$ cat src/rtl/dual_acc_pkg.sv
// Shared types and arithmetic for the dual accumulator monitor.
//   state_e : hit/hold FSM states
//   acc_add : WIDTH-bounded add carrying the wrap/saturate rule
// Configuration macro: DUAL_ACC_SATURATE_EN
//   defined   -> sums above 2^WIDTH-1 clamp to 2^WIDTH-1
//   undefined -> sums wrap modulo 2^WIDTH
package dual_acc_pkg;

  typedef enum logic {
    RUN  = 1'b0,
    HOLD = 1'b1
  } state_e;

  // Widest accumulator the helper supports; callers zero-extend into it.
  localparam int unsigned ACC_MAX_W = 32;

  // Sum is formed one bit wider than the operands so the carry out of a
  // WIDTH-bit add is visible before the wrap/clamp is applied.
  function automatic logic [ACC_MAX_W-1:0] acc_add(
    input logic [ACC_MAX_W-1:0] a,
    input logic [ACC_MAX_W-1:0] b,
    input int unsigned          width
  );
    logic [ACC_MAX_W:0] sum;
    logic [ACC_MAX_W:0] lim;
    sum = {1'b0, a} + {1'b0, b};
    lim = ({{ACC_MAX_W{1'b0}}, 1'b1} << width) - {{ACC_MAX_W{1'b0}}, 1'b1};
`ifdef DUAL_ACC_SATURATE_EN
    if (sum > lim) begin
      sum = lim;
    end
`else
    sum = sum & lim;
`endif
    return sum[ACC_MAX_W-1:0];
  endfunction

endpackage

$ cat src/rtl/dual_acc_monitor_cmp.sv
// Threshold comparator bank for the dual accumulator monitor.
// All compares are unsigned at WIDTH bits; purely combinational.
// Ports:
//   x, y   : accumulator registers
//   z_ge   : x >= THRESH
//   z_nle  : !(x <= THRESH)
//   z_gt   : x > THRESH (identical to z_nle by construction)
//   z_eq   : x == THRESH or y == THRESH
module dual_acc_cmp #(
  parameter int unsigned WIDTH  = 4,
  parameter int unsigned THRESH = 10
) (
  input  logic [WIDTH-1:0] x,
  input  logic [WIDTH-1:0] y,
  output logic             z_ge,
  output logic             z_nle,
  output logic             z_gt,
  output logic             z_eq
);

  localparam logic [WIDTH-1:0] THR = WIDTH'(THRESH);

  always_comb begin
    z_ge  = (x >= THR);
    z_nle = !(x <= THR);
    z_gt  = (x > THR);
    z_eq  = (x == THR) || (y == THR);
  end

endmodule

$ cat src/rtl/dual_acc_monitor.sv
// Coupled X/Y accumulator pair with threshold flags and a hit/hold FSM.
// An accepted update (add_valid && add_ready) either adds the operand to
// both registers (add < SMALL_LIM) or cross-updates: X += Y while
// X < X_LIM, Y <= old X. An update landing X or Y on THRESH sets the
// sticky hit and parks the FSM in HOLD until clr_hit.
// Configuration macro: DUAL_ACC_SATURATE_EN (clamp instead of wrap).
// Ports:
//   clk       : clock, rising edge
//   reset     : asynchronous active-low reset
//   init      : synchronous reload (X=Y=INIT, cnt=0, hit=0, RUN)
//   add_valid : operand valid
//   add       : operand
//   add_ready : high in RUN, low in HOLD
//   clr_hit   : clears hit, HOLD -> RUN
//   x_out     : X register
//   y_out     : Y register
//   z_ge/z_nle/z_gt/z_eq : threshold flags from the current registers
//   hit       : sticky threshold hit
//   upd_cnt   : accepted-update count, saturating
module dual_acc_monitor
  import dual_acc_pkg::*;
#(
  parameter int unsigned WIDTH     = 4,
  parameter int unsigned THRESH    = 10,
  parameter int unsigned INIT      = 1,
  parameter int unsigned SMALL_LIM = 2,
  parameter int unsigned X_LIM     = 5,
  parameter int unsigned CNT_W     = 8
) (
  input  logic             clk,
  input  logic             reset,
  input  logic             init,
  input  logic             add_valid,
  input  logic [WIDTH-1:0] add,
  output logic             add_ready,
  input  logic             clr_hit,
  output logic [WIDTH-1:0] x_out,
  output logic [WIDTH-1:0] y_out,
  output logic             z_ge,
  output logic             z_nle,
  output logic             z_gt,
  output logic             z_eq,
  output logic             hit,
  output logic [CNT_W-1:0] upd_cnt
);

  localparam logic [WIDTH-1:0] THR   = WIDTH'(THRESH);
  localparam logic [WIDTH-1:0] INI   = WIDTH'(INIT);
  localparam logic [WIDTH-1:0] SMALL = WIDTH'(SMALL_LIM);
  localparam logic [WIDTH-1:0] XLIM  = WIDTH'(X_LIM);

  state_e           state;
  state_e           state_next;
  logic [WIDTH-1:0] x;
  logic [WIDTH-1:0] y;
  logic [WIDTH-1:0] upd_x;
  logic [WIDTH-1:0] upd_y;
  logic [CNT_W-1:0] cnt;
  logic             hit_r;
  logic             accept;
  logic             upd_hit;

  // Candidate result of an update; both paths read pre-edge X and Y.
  always_comb begin
    upd_x = x;
    upd_y = y;
    if (add < SMALL) begin
      upd_x = WIDTH'(acc_add(ACC_MAX_W'(x), ACC_MAX_W'(add), WIDTH));
      upd_y = WIDTH'(acc_add(ACC_MAX_W'(y), ACC_MAX_W'(add), WIDTH));
    end else begin
      if (x < XLIM) begin
        upd_x = WIDTH'(acc_add(ACC_MAX_W'(x), ACC_MAX_W'(y), WIDTH));
      end
      upd_y = x;
    end
  end

  always_comb begin
    accept  = add_valid && add_ready && !init;
    upd_hit = (upd_x == THR) || (upd_y == THR);
  end

  // FSM: state register
  always_ff @(posedge clk or negedge reset) begin
    if (!reset) begin
      state <= RUN;
    end else begin
      state <= state_next;
    end
  end

  // FSM: next state. clr_hit in RUN does not block an update, so a fresh
  // threshold hit on that same edge still enters HOLD.
  always_comb begin
    state_next = state;
    if (init) begin
      state_next = RUN;
    end else if (state == HOLD) begin
      state_next = clr_hit ? RUN : HOLD;
    end else if (accept && upd_hit) begin
      state_next = HOLD;
    end
  end

  // FSM: outputs
  always_comb begin
    add_ready = (state == RUN);
  end

  // Datapath registers
  always_ff @(posedge clk or negedge reset) begin
    if (!reset) begin
      x     <= INI;
      y     <= INI;
      cnt   <= '0;
      hit_r <= 1'b0;
    end else if (init) begin
      x     <= INI;
      y     <= INI;
      cnt   <= '0;
      hit_r <= 1'b0;
    end else begin
      if (accept) begin
        x <= upd_x;
        y <= upd_y;
        if (cnt != '1) begin
          cnt <= cnt + 1'b1;
        end
      end
      if (accept && upd_hit) begin
        hit_r <= 1'b1;
      end else if (clr_hit) begin
        hit_r <= 1'b0;
      end
    end
  end

  dual_acc_cmp #(
    .WIDTH  (WIDTH),
    .THRESH (THRESH)
  ) u_cmp (
    .x     (x),
    .y     (y),
    .z_ge  (z_ge),
    .z_nle (z_nle),
    .z_gt  (z_gt),
    .z_eq  (z_eq)
  );

  always_comb begin
    x_out   = x;
    y_out   = y;
    hit     = hit_r;
    upd_cnt = cnt;
  end

endmodule

$ cat config.mk
export PLATFORM = sky130hd
export DESIGN_NAME = dual_acc_monitor
export DESIGN_NICKNAME = d
export VERILOG_FILES = /design/src/rtl/dual_acc_pkg.sv /design/src/rtl/dual_acc_monitor_cmp.sv /design/src/rtl/dual_acc_monitor.sv
export SDC_FILE = /design/constraint.sdc
export NUM_CORES = 1
export LEC_CHECK = 0
export BUFFER_PORTS_ARGS = -buffer_cell sky130_fd_sc_hd__buf_2
export CAP_MARGIN = 20
export CORE_MARGIN = 2
export CORE_UTILIZATION = 53
export DETAILED_ROUTE_END_ITERATION = 10
export PLACE_DENSITY = 0.86
export SYNTH_ARGS = -nofsm -noshare
export SYNTH_HDL_FRONTEND = slang
export SYNTH_SLANG_ARGS = --single-unit
$ cat constraint.sdc
create_clock -name clk -period 2.6 [get_ports clk]
set_input_delay 0.26 -clock clk [delete_from_list [all_inputs] [get_ports clk]]
set_output_delay 0.26 -clock clk [all_outputs]
set_load 0.01 [all_outputs]
# Word level (Yosys, flattened, before mapping)
# Index checks and enable logic that the tools add are counted.
# totals
input_bits	9
reg_bits	18
output_inout_bits	22
elab_cells	48
# classes
n_addsub	4
n_bitwise	1
n_lt_le_gt_ge	5
n_reduce_logical	11
mux	17
n_eq_ne	5
# ops
operator	count
$mux W4	7
$mux W8	3
$eq A4 B4 Y1 const B	4
$add A4 B4 Y4	3
$add A8 B1 Y8 const B	1
$ne A8 B8 Y1 const B	1
$mux W1	7
$ge A4 B4 Y1 const B	1
$gt A4 B4 Y1 const B	1
$le A4 B4 Y1 const B	1
$lt A4 B2 Y1 const B	1
$lt A4 B3 Y1 const B	1
$reduce_bool A2 Y1	2
$logic_and A1 B1 Y1	3
$reduce_bool A3 Y1	1
$logic_not A1 Y1	2
$logic_or A1 B1 Y1	2
$reduce_and A2 Y1	1
$not A1 Y1	1

# Logic depth before layout (Yosys ltp)
# Gate-level depths: netlist (run 1).
# logic_depth
word_depth	9
ltp_mapped	8

# Cells and area by module
# Synthesis (run 1) repeated with hierarchy kept, for this count alone.
# hier_totals
cells_unflattened	142
hier_area_um2	1340.0
# by_module_without_submodules
mod	seq_area_each_um2	area_each_um2	cells_per_inst	n_inst
dual_acc_monitor	452.9	1296.2	136	1
dual_acc_cmp	0.0	43.8	6	1

# Least setup slack after synthesis (run 1)
# OpenSTA, ideal clock, no wires.
# synth_path
kind	register to register
start	register y[0] (netlist: y_out[0])
end	register state
path_stages_with_launch	8
period_less_slack_ns	2.226
required_time_ns	2.506
n_path_buf	0
arrival_ns	2.132
slack_ns	0.374
cell_sequence	dfstp_2 ha_1 inv_1 fa_1 or3_1 a221oi_2 a21oi_1 a221oi_2
# synth_between
elab_chain_cells	9
word_cells_on_any_way	12
classes_between	add/sub: 2; eq/ne: 2; mux: 6; reduce/logical: 2
# synth_rtl
element	line_no	text
from (decl)	dual_acc_monitor.sv:55	logic [WIDTH-1:0] y;
from (signal assigned)	dual_acc_monitor.sv:125	y <= upd_y;
$add A4 B4 Y4	dual_acc_pkg.sv:26	sum = {1'b0, a} + {1'b0, b};
$mux W4	dual_acc_monitor.sv:71	if (x < XLIM) begin
$mux W4	dual_acc_monitor.sv:67	if (add < SMALL) begin
$eq A4 B4 Y1	dual_acc_monitor.sv:80	upd_hit = (upd_x == THR) || (upd_y == THR);
$logic_or A1 B1 Y1 *	dual_acc_monitor.sv:80	
$logic_and A1 B1 Y1 *	dual_acc_monitor.sv:100	end else if (accept && upd_hit) begin
$mux W1 *	dual_acc_monitor.sv:100	
$mux W1 *	dual_acc_monitor.sv:98	end else if (state == HOLD) begin
$mux W1 *	dual_acc_monitor.sv:96	if (init) begin
named net state_next	dual_acc_monitor.sv:53	state_e state_next;
to (signal assigned)	dual_acc_monitor.sv:88	state <= state_next;
to (decl)	dual_acc_monitor.sv:52	state_e state;
# The timed path passes the listed nets; every way through them passes the cells marked *.
# A chain may end at the register's enable or synchronous reset.

# Final worst setup path (run 1)
# Ends and elaborated chain as after synthesis.

==> flow_summary.ini, run 1 <==
[hold_path]
hold_depth = 2
worstHoldStart = clr_hit
min_to = state
hold_class = in2reg

[die]
die_w_microns = 54.8
ios = 31
die_area_sq_um = 3000
die-height_microns = 54.8
fp-row-count = 18
design.core.area_sq_um = 2450
initial_core_util = 0.557

[pwr]
power_frac_seq = 0.452
swShare = 0.362
clockPowerShare = 0.194
switchingPower_uw = 272
leakagePower_nw = 0.769
irDropWorstVdd_v = 0.000356
power_density_nw_per_um2 = 481
comb_power_share = 0.353
p_int_uw = 478

[clock_tree]
clock_sinks = 18
post_cts_buffers = 0
htree_levels = 1
clk_path_buf_depth = 2
cts_buffers = 3
clk_pin_slew_worst_paths_ns = 0.10
cts_tree = done
postCtsResizedCells = 0
ctsHoldBuffers = 1
cts_root_buffer = clkbuf_4
clk_latency_ns = 0.30

[global_route]
grt_pass1_wl_microns = 5340
antenna_found_initial = 0
grt_max_degree = 25
grt_pass1_vias = 1149
overflow = 0
grt_use_total = 0.252

[critical_path]
cp.buffers_inverters = 1
r2r_end = state
crit_type = reg2reg
r2r_cells = 7
slowest_delay_ns = 0.59
cp_slowest_cell = dfstp_2
r2r_start = y_out[0]
regToRegSetupSlack_ns = 0.21
crit_chain = ha_1 -> inv_1 -> fa_1 -> or3_1 -> a221oi_2 -> a21oi_1 -> a221oi_2
arrival_ns = 2.60
crit_family = compound AO/OA/AOI/OAI gates
crit_path_frequent_cell = a221oi_2
worst_ep_required_time_ns = 2.81
crit_path_end_kind = flip-flop
crit_path_start_kind = flip-flop
path_max_fanout = 5

[synthesis]
yosys.area_share.xor_xnor = 0.0704
synth_edf_count = 0
synth_area_sq_um = 1370
yosysMostFrequentCell = dfrtp_1
yosysWarnings = 0
synth_compound_area_frac = 0.206
ys.flop_type = dfrtp_1
synth_fa_ha_area_frac = 0.135
synthCells = 147
synth_area_leaders = dfrtp_1 (29%), ha_1 (9.1%), xor2_1 (5.1%), fa_1 (4.4%), a21oi_1 (4.0%)
syn_nets = 169
synth_top_cell_by_area = dfrtp_1
synth_common_cells = dfrtp_1 (16), nor2_1 (14), a21oi_1 (11)
synthMuxAreaShare = 0.00732
synth-simple-area-share = 0.199
netlist.area_leader.share = 0.293
ys_seq_area_frac = 0.331
synth_top_family_by_area = compound AO/OA/AOI/OAI gates
synth_area_per_cell_sq_um = 9.30
synth-seq-cells = 18
async_reset_ff_frac = 1.00
synth.distinct_cells = 44

[place]
placed_cell_area_sq_um = 1520
portBuffers = 30
gp_congestion = 0.900
placed_cells = 200
hpwl_microns = 2490

[sta]
tns_ns = 0
clock_skew_ns = 0.0101
fin_crit_ns = 2.39
tightest_slew_ns = 0.551
report.final.slew_viol_count = 0
hold_viol_final = 0
relSlewSlack = 0.632
setup_violations = 0
rsz0062_at_grt = no
clock.fmax_mhz = 419
period_share = 0.918

[finish]
fillCellCount = 206
final_core_utilization = 0.636
nNetsFinal = 198
instances_no_fill = 205
area_growth_pct = 14.1
fin_area_sq_um = 1560
drive_gt1_frac = 0.251
antenna_cells = 0

[route]
dr.pass1.iters = 4
final_antenna_net_count = 0
vias = 1266
drt-initial-drc-count = 42
avgRoutedWirePerCell_microns = 16.1
post_drt_via_cell_ratio = 6.18
drt-total-wl_microns = 3300
drc = 0

[run]
cap_viol_max_count = 0

[run_status]
outcome = completed
layout by cell type, fill, tap and decap left out, types with 4 or more instances in the layout:
cell and n:
buf_2 30, dfrtp_1 16, nor2_1 14, a21oi_1 11, nand2_1 10, ha_1 10, xor2_1 8, inv_1 6
nand3_1 5, o21ai_0 4, o211ai_1 4
kinds of logic after synthesis:
kind of cell / Yosys count
AND/OR/NAND/NOR: 51
AO/OA/AOI/OAI: 38
flip-flops: 18
buffers and inverters: 15
adder cells (fa/ha/maj): 13
XOR/XNOR: 11
multiplexers: 1
power by group through the flow:
stage               clock, mW  combinational, mW  sequential [mW]
finish                  0.146              0.265            0.339
global route            0.164              0.299            0.343
floorplan                   0              0.184            0.340
detailed placement          0              0.261            0.343
global placement            0              0.248            0.342
CTS                     0.151              0.264            0.338
layer usage:
metal  vias to the layer above  wire length [microns]  global-route usage  part of all wire
li1                        592                      -                   -                 -
met4                         0                     30              0.0542            0.0091
met5                         -                      0                   0                 0
met3                         7                    186              0.0437             0.056
met1                       613                   1410               0.335              0.43
met2                        54                   1670               0.425              0.51
sequential cells by signal, indices dropped and copies added, names as in the netlist:
register	count
x_out	4
hit	1
upd_cnt	8
y_out	4
state	1
through the flow:
stage	worst slack (ns)	power, mW	hold WS [ns]
after floorplan	0.374	0.524	-0.0356
after global routing	0.102	0.805	0.151
after detailed placement	0.263	0.605	0.215
final	0.214	0.750	0.154
after CTS	0.230	0.753	0.154
after global placement	0.339	0.590	0.202
area by class of cell:
cell class / instances / area (sq um) / area share
repair buffers: 33 / 175 / 0.112
well taps: 30 / 37.5 / 0.0241
multi-input cells: 114 / 846 / 0.542
flip-flops and latches: 18 / 453 / 0.290
inverters: 6 / 22.5 / 0.0144
clock buffers: 4 / 26.3 / 0.0168
how the worst max path moves through the flow:
stage                     cells past startpoint  slack, ns     to      from
after floorplan                               7       0.37  state  y_out[0]
after detailed placement                      7       0.26  state  y_out[0]
final                                         7       0.21  state  y_out[0]
after CTS                                     7       0.23  state  y_out[0]
after global placement                        7       0.34  state  x_out[0]
after global routing                          7       0.10  state  y_out[0]
Note: power is estimated with default switching activity, not from simulation.
==> run 2: changes to the inputs <==
BUFFER_PORTS_ARGS = -buffer_cell sky130_fd_sc_hd__buf_4   (was -buffer_cell sky130_fd_sc_hd__buf_2)
PLACE_DENSITY = default   (was 0.86)
PLACE_DENSITY_LB_ADDON = 0.12   (was default)
clock period = 2.2 ns   (was 2.6 ns; I/O delays follow)
==> run 2 against run 1 <==
  * The flow now finishes with violations (setup timing)
  * Non-clock buffer count is 10 higher
  * Maximum frequency is 5.1% higher
  * Utilization is 7.7 points higher
  * Clock power is 22% higher
  * Sequential share of layout area is 3.2 points lower
  * Critical path depth stayed put
  * Via count is 6.0% higher
  * Routed wire length is 9.5% higher
  * Highest routed layer unchanged
  * Combinational power is 44% higher
==> flow_summary.ini, run 2 (synthesis results as in run 1) <==
[place]
placed_cells = 209
gp_congestion = 0.884
portBuffers = 30
hpwl_microns = 2580

[global_route]
antenna_found_initial = 0
grt_pass1_wl_microns = 5680
overflow = 0
grt_pass1_vias = 1236
grt_max_degree = 25
grt_use_total = 0.269

[sta]
hold_viol_final = 0
setup_slack_ns = -0.0696
rsz0062_at_grt = yes
setup_violations = 2
clock_skew_ns = 0.0159
relSlewSlack = 0.711
period_share = 1.03
clock.fmax_mhz = 441
fin_crit_ns = 2.27
tightest_slew_ns = 0.434
report.final.slew_viol_count = 0

[route]
drt-total-wl_microns = 3610
drc = 0
wl_met3_microns = 293
highest_layer = met4
wl_met1_microns = 1490
drt-initial-drc-count = 39
avgRoutedWirePerCell_microns = 16.8
dr.pass1.iters = 4
vias = 1342
final_antenna_net_count = 0
met2_length_microns = 1770
post_drt_via_cell_ratio = 6.24

[die]
design.core.area_sq_um = 2450
die-height_microns = 54.8
die_area_sq_um = 3000
initial_core_util = 0.557
fp-row-count = 18
ios = 31
die_w_microns = 54.8

[critical_path]
crit_path_start_kind = flip-flop
cp-startpoint = y_out[0]
worst_ep_required_time_ns = 2.42
crit_type = reg2reg
crit_path_end_kind = flip-flop
arrival_ns = 2.49
path_max_fanout = 4
r2r_start = y_out[0]

[finish]
drive_gt1_frac = 0.324
instances_no_fill = 215
antenna_cells = 0
largest_reg_flops = 8
area_growth_pct = 28.0
fillCellCount = 202
multi_input_area_sq_um = 886
mostFrequentLayoutCells = buf_4 (42), dfrtp_1 (16), nor2_1 (14)
seq_area_sq_um = 453
final_core_utilization = 0.713
final_common_cell = buf_4
nNetsFinal = 208

[clock_tree]
clock_sinks = 18
cts_buffers = 3
cts_root_buffer = clkbuf_4
htree_levels = 1
clk_path_buf_depth = 2
cts_tree = done
clk_pin_slew_worst_paths_ns = 0.12
clk_latency_ns = 0.30

[pwr]
irDropWorstVdd_v = 0.000430
power_density_nw_per_um2 = 542
leakagePower_nw = 0.836

[run]
cap_viol_max_count = 0

[run_status]
violations = setup timing
outcome = complete, but fails checks

[hold_path]
hold_class = in2reg
worstHoldStart = clr_hit
[run 2: critical path, stage by stage, from the launching register on]
cell and delay [ns]:
dfstp_2 0.59, ha_4 0.14, inv_2 0.03, fa_1 0.46
or3_4 0.35, a221oi_4 0.30, a21oi_2 0.09, a221oi_2 0.22
[run 2: final timing paths]
path | to | slack, ns | depth (start not counted)
worst max-delay path | state | -0.07 | 7
worst min-delay path | state | 0.1 | 2
worst max register to register | state | -0.07 | 7
worst min register to register | hit | 0.56 | 2
max in group asynchronous | y_out[0] | 1.60 | 2
min in group asynchronous | x_out[1] | 0.31 | 2
[run 2: layout make-up]
type	count	area share
well taps	30	0.0214
repair buffers	43	0.186
flip-flops and latches	18	0.259
clock buffers	4	0.0150
inverters	6	0.0129
multi-input cells	114	0.506
[run 2: through the flow]
| step | worst slack, ns | hold WS, ns | power, mW | TNS [ns] | instance area (sq um) |
|---|---|---|---|---|---|
| 4_1_cts | -0.0715 | 0.0981 | 0.939 | -0.0715 | 1730 |
| 3_5_place_dp | -0.110 | 0.102 | 0.762 | -0.110 | 1680 |
| 3_3_place_gp | -0.0259 | 0.0987 | 0.750 | -0.0259 | 1680 |
| 2_1_floorplan | 0.00628 | -0.0756 | 0.622 | 0 | 1380 |
| 5_1_grt | -0.142 | 0.0857 | 1.01 | -0.224 | 1750 |
| 6_report | -0.0696 | 0.0977 | 0.950 | -0.0990 | 1750 |
[run 2: per-layer routing]
layer | GRT usage | vias up
met1 | 0.355 | 647
met4 | 0.121 | 0
met3 | 0.0301 | 9
li1 | - | 608
met5 | 0 | -
met2 | 0.440 | 78
[run 2: timing repair]
item,in CTS,in global routing
endpoints found under the setup margin,2,2
pin swaps,5,2
gates resized for setup,1,4
buffers inserted,1,0
hold buffers,1,0
endpoints found under the hold margin,16,0
[run 2: power breakdown]
part / leakage [nW] / internal [mW] / switching, mW
combinational: 0.581 / 0.181 / 0.201
clock: 0.0150 / 0.0705 / 0.107
sequential: 0.241 / 0.355 / 0.0346
total: 0.836 / 0.607 / 0.342
==> run 3: changes to the inputs <==
CORE_UTILIZATION = 48   (was 53)
clock period = 2 ns   (was 2.2 ns; I/O delays follow)
==> run 3 against run 2 <==
  * The run still ends with setup timing left
  * Via count fell by 2.4%
  * Sequential power rose by 8.7%
  * Clock power rose by 8%
  * Non-clock buffer count rose by 4
  * Worst setup slack got worse by 0.23 ns
  * Utilization fell by 6.4 points
  * Routed wire length rose by 0.47%
  * Critical path depth did not move
  * Critical endpoint unchanged
  * Clock skew fell by 0.013 ns
  * Maximum frequency fell by 1.4%
==> flow_summary.ini, run 3 (synthesis results as in run 1) <==
[global_route]
met3_usage = 0.0317
overflow = 0
busiest_layer = met2
grt_pass1_wl_microns = 6320
gr-usage-met2 = 0.367
antenna_found_initial = 0
grt_pass1_vias = 1285
grt_max_degree = 24
met1_usage = 0.366
grt_use_total = 0.248

[route]
vias = 1310
drt-initial-drc-count = 68
post_drt_via_cell_ratio = 5.95
final_antenna_net_count = 0
avgRoutedWirePerCell_microns = 16.5
drc = 0
drt-total-wl_microns = 3630
dr.pass1.iters = 4

[sta]
setup_violations = 2
fin_crit_ns = 2.30
relSlewSlack = 0.714
clock_skew_ns = 0.00321
rsz0062_at_grt = yes
clock.fmax_mhz = 434
report.final.slew_viol_count = 0
hold_viol_final = 0
hold_slack_ns = 0.0920
tightest_slew_ns = 0.429
period_share = 1.15
setup_slack_ns = -0.302

[hold_path]
min_to = state
worstHoldStart = clr_hit
hold_depth = 2
hold_class = in2reg

[clock_tree]
clock_sinks = 18
cts_root_buffer = clkbuf_4
htree_levels = 1
cts_tree = done
clk_path_buf_depth = 2
post_cts_buffers = 0
cts_buffers = 3
clk_pin_slew_worst_paths_ns = 0.11
clk_latency_ns = 0.29

[pwr]
leakagePower_nw = 0.850
irDropWorstVdd_v = 0.000503
power_density_nw_per_um2 = 588

[place]
place_ws_ns = -0.313
portBuffers = 30
hpwl_microns = 2750
gp_congestion = 0.897

[finish]
area_growth_pct = 29.7
mostFrequentLayoutCells = buf_4 (46), dfrtp_1 (16), nor2_1 (13)
nNetsFinal = 212
antenna_cells = 0
final_common_cell = buf_4
largest_reg_flops = 8
drive_gt1_frac = 0.333

[critical_path]
crit_type = reg2reg
regToRegSetupSlack_ns = -0.30
arrival_ns = 2.51
worst_ep_required_time_ns = 2.21
r2r_cells = 7
r2r_end = state
crit_path_end_kind = flip-flop
r2r_start = y_out[0]
path_max_fanout = 4
cp-startpoint = y_out[0]
crit_path_start_kind = flip-flop

[die]
initial_core_util = 0.500
die_w_microns = 57.4
ios = 31
die_area_sq_um = 3290
fp-row-count = 19
die-height_microns = 57.4
design.core.area_sq_um = 2730

[run_status]
outcome = complete, but fails checks
violations = setup timing

[run]
cap_viol_max_count = 0
-- run 3: cell type report --
| class | count | area (sq um) |
|---|---|---|
| multi-input combinational | 114 | 878 |
| inverter | 6 | 22.5 |
| fill | 240 | 960 |
| tap | 31 | 38.8 |
| clock buffer | 4 | 26.3 |
| timing repair buffer | 47 | 355 |
| sequential | 18 | 453 |
-- run 3: metal layers --
metal / up-vias / share of wire
li1: 620 / -
met1: 628 / 0.43
met2: 56 / 0.47
met3: 6 / 0.074
met4: 0 / 0.018
met5: - / 0
-- run 3: how the worst max path moves through the flow --
stage,to,slack (ns),cells after the start
CTS,state,-0.31,7
global route,state,-0.40,7
detailed placement,state,-0.31,7
finish,state,-0.30,7
global placement,state,-0.23,7
floorplan,state,-0.19,7
-- run 3: critical path: stages (launching register included) --
cell and delay (ns):
dfstp_2 0.61, ha_4 0.15, inv_2 0.03, fa_1 0.46, or3_1 0.34, a221oi_2 0.27, a21oi_1 0.13, a221oi_2 0.23
-- run 3: power breakdown --
part	switching, mW	internal, mW	total [mW]
Combinational	0.219	0.206	0.426
Clock	0.115	0.0776	0.193
Sequential	0.0328	0.391	0.424
Total	0.367	0.675	1.04
-- run 3: timing repair --
item                       4_1_cts  5_1_grt
hold endpoints to repair        16        0
resized for setup                1        1
gates cloned                     0        0
pin swaps                        2        3
hold buffers                     1        0
setup endpoints to repair        2        3
-- run 3: stage by stage --
stage	TNS (ns)	cells	instance area, sq um	power, mW	util
3_5_place_dp	-0.528	215	1730	0.850	0.633
2_1_floorplan	-0.234	147	1390	0.688	-
6_report	-0.496	220	1770	1.04	0.649
5_1_grt	-0.754	220	1770	1.13	0.649
3_3_place_gp	-0.409	215	1730	0.839	0.633
4_1_cts	-0.515	220	1770	1.05	0.648
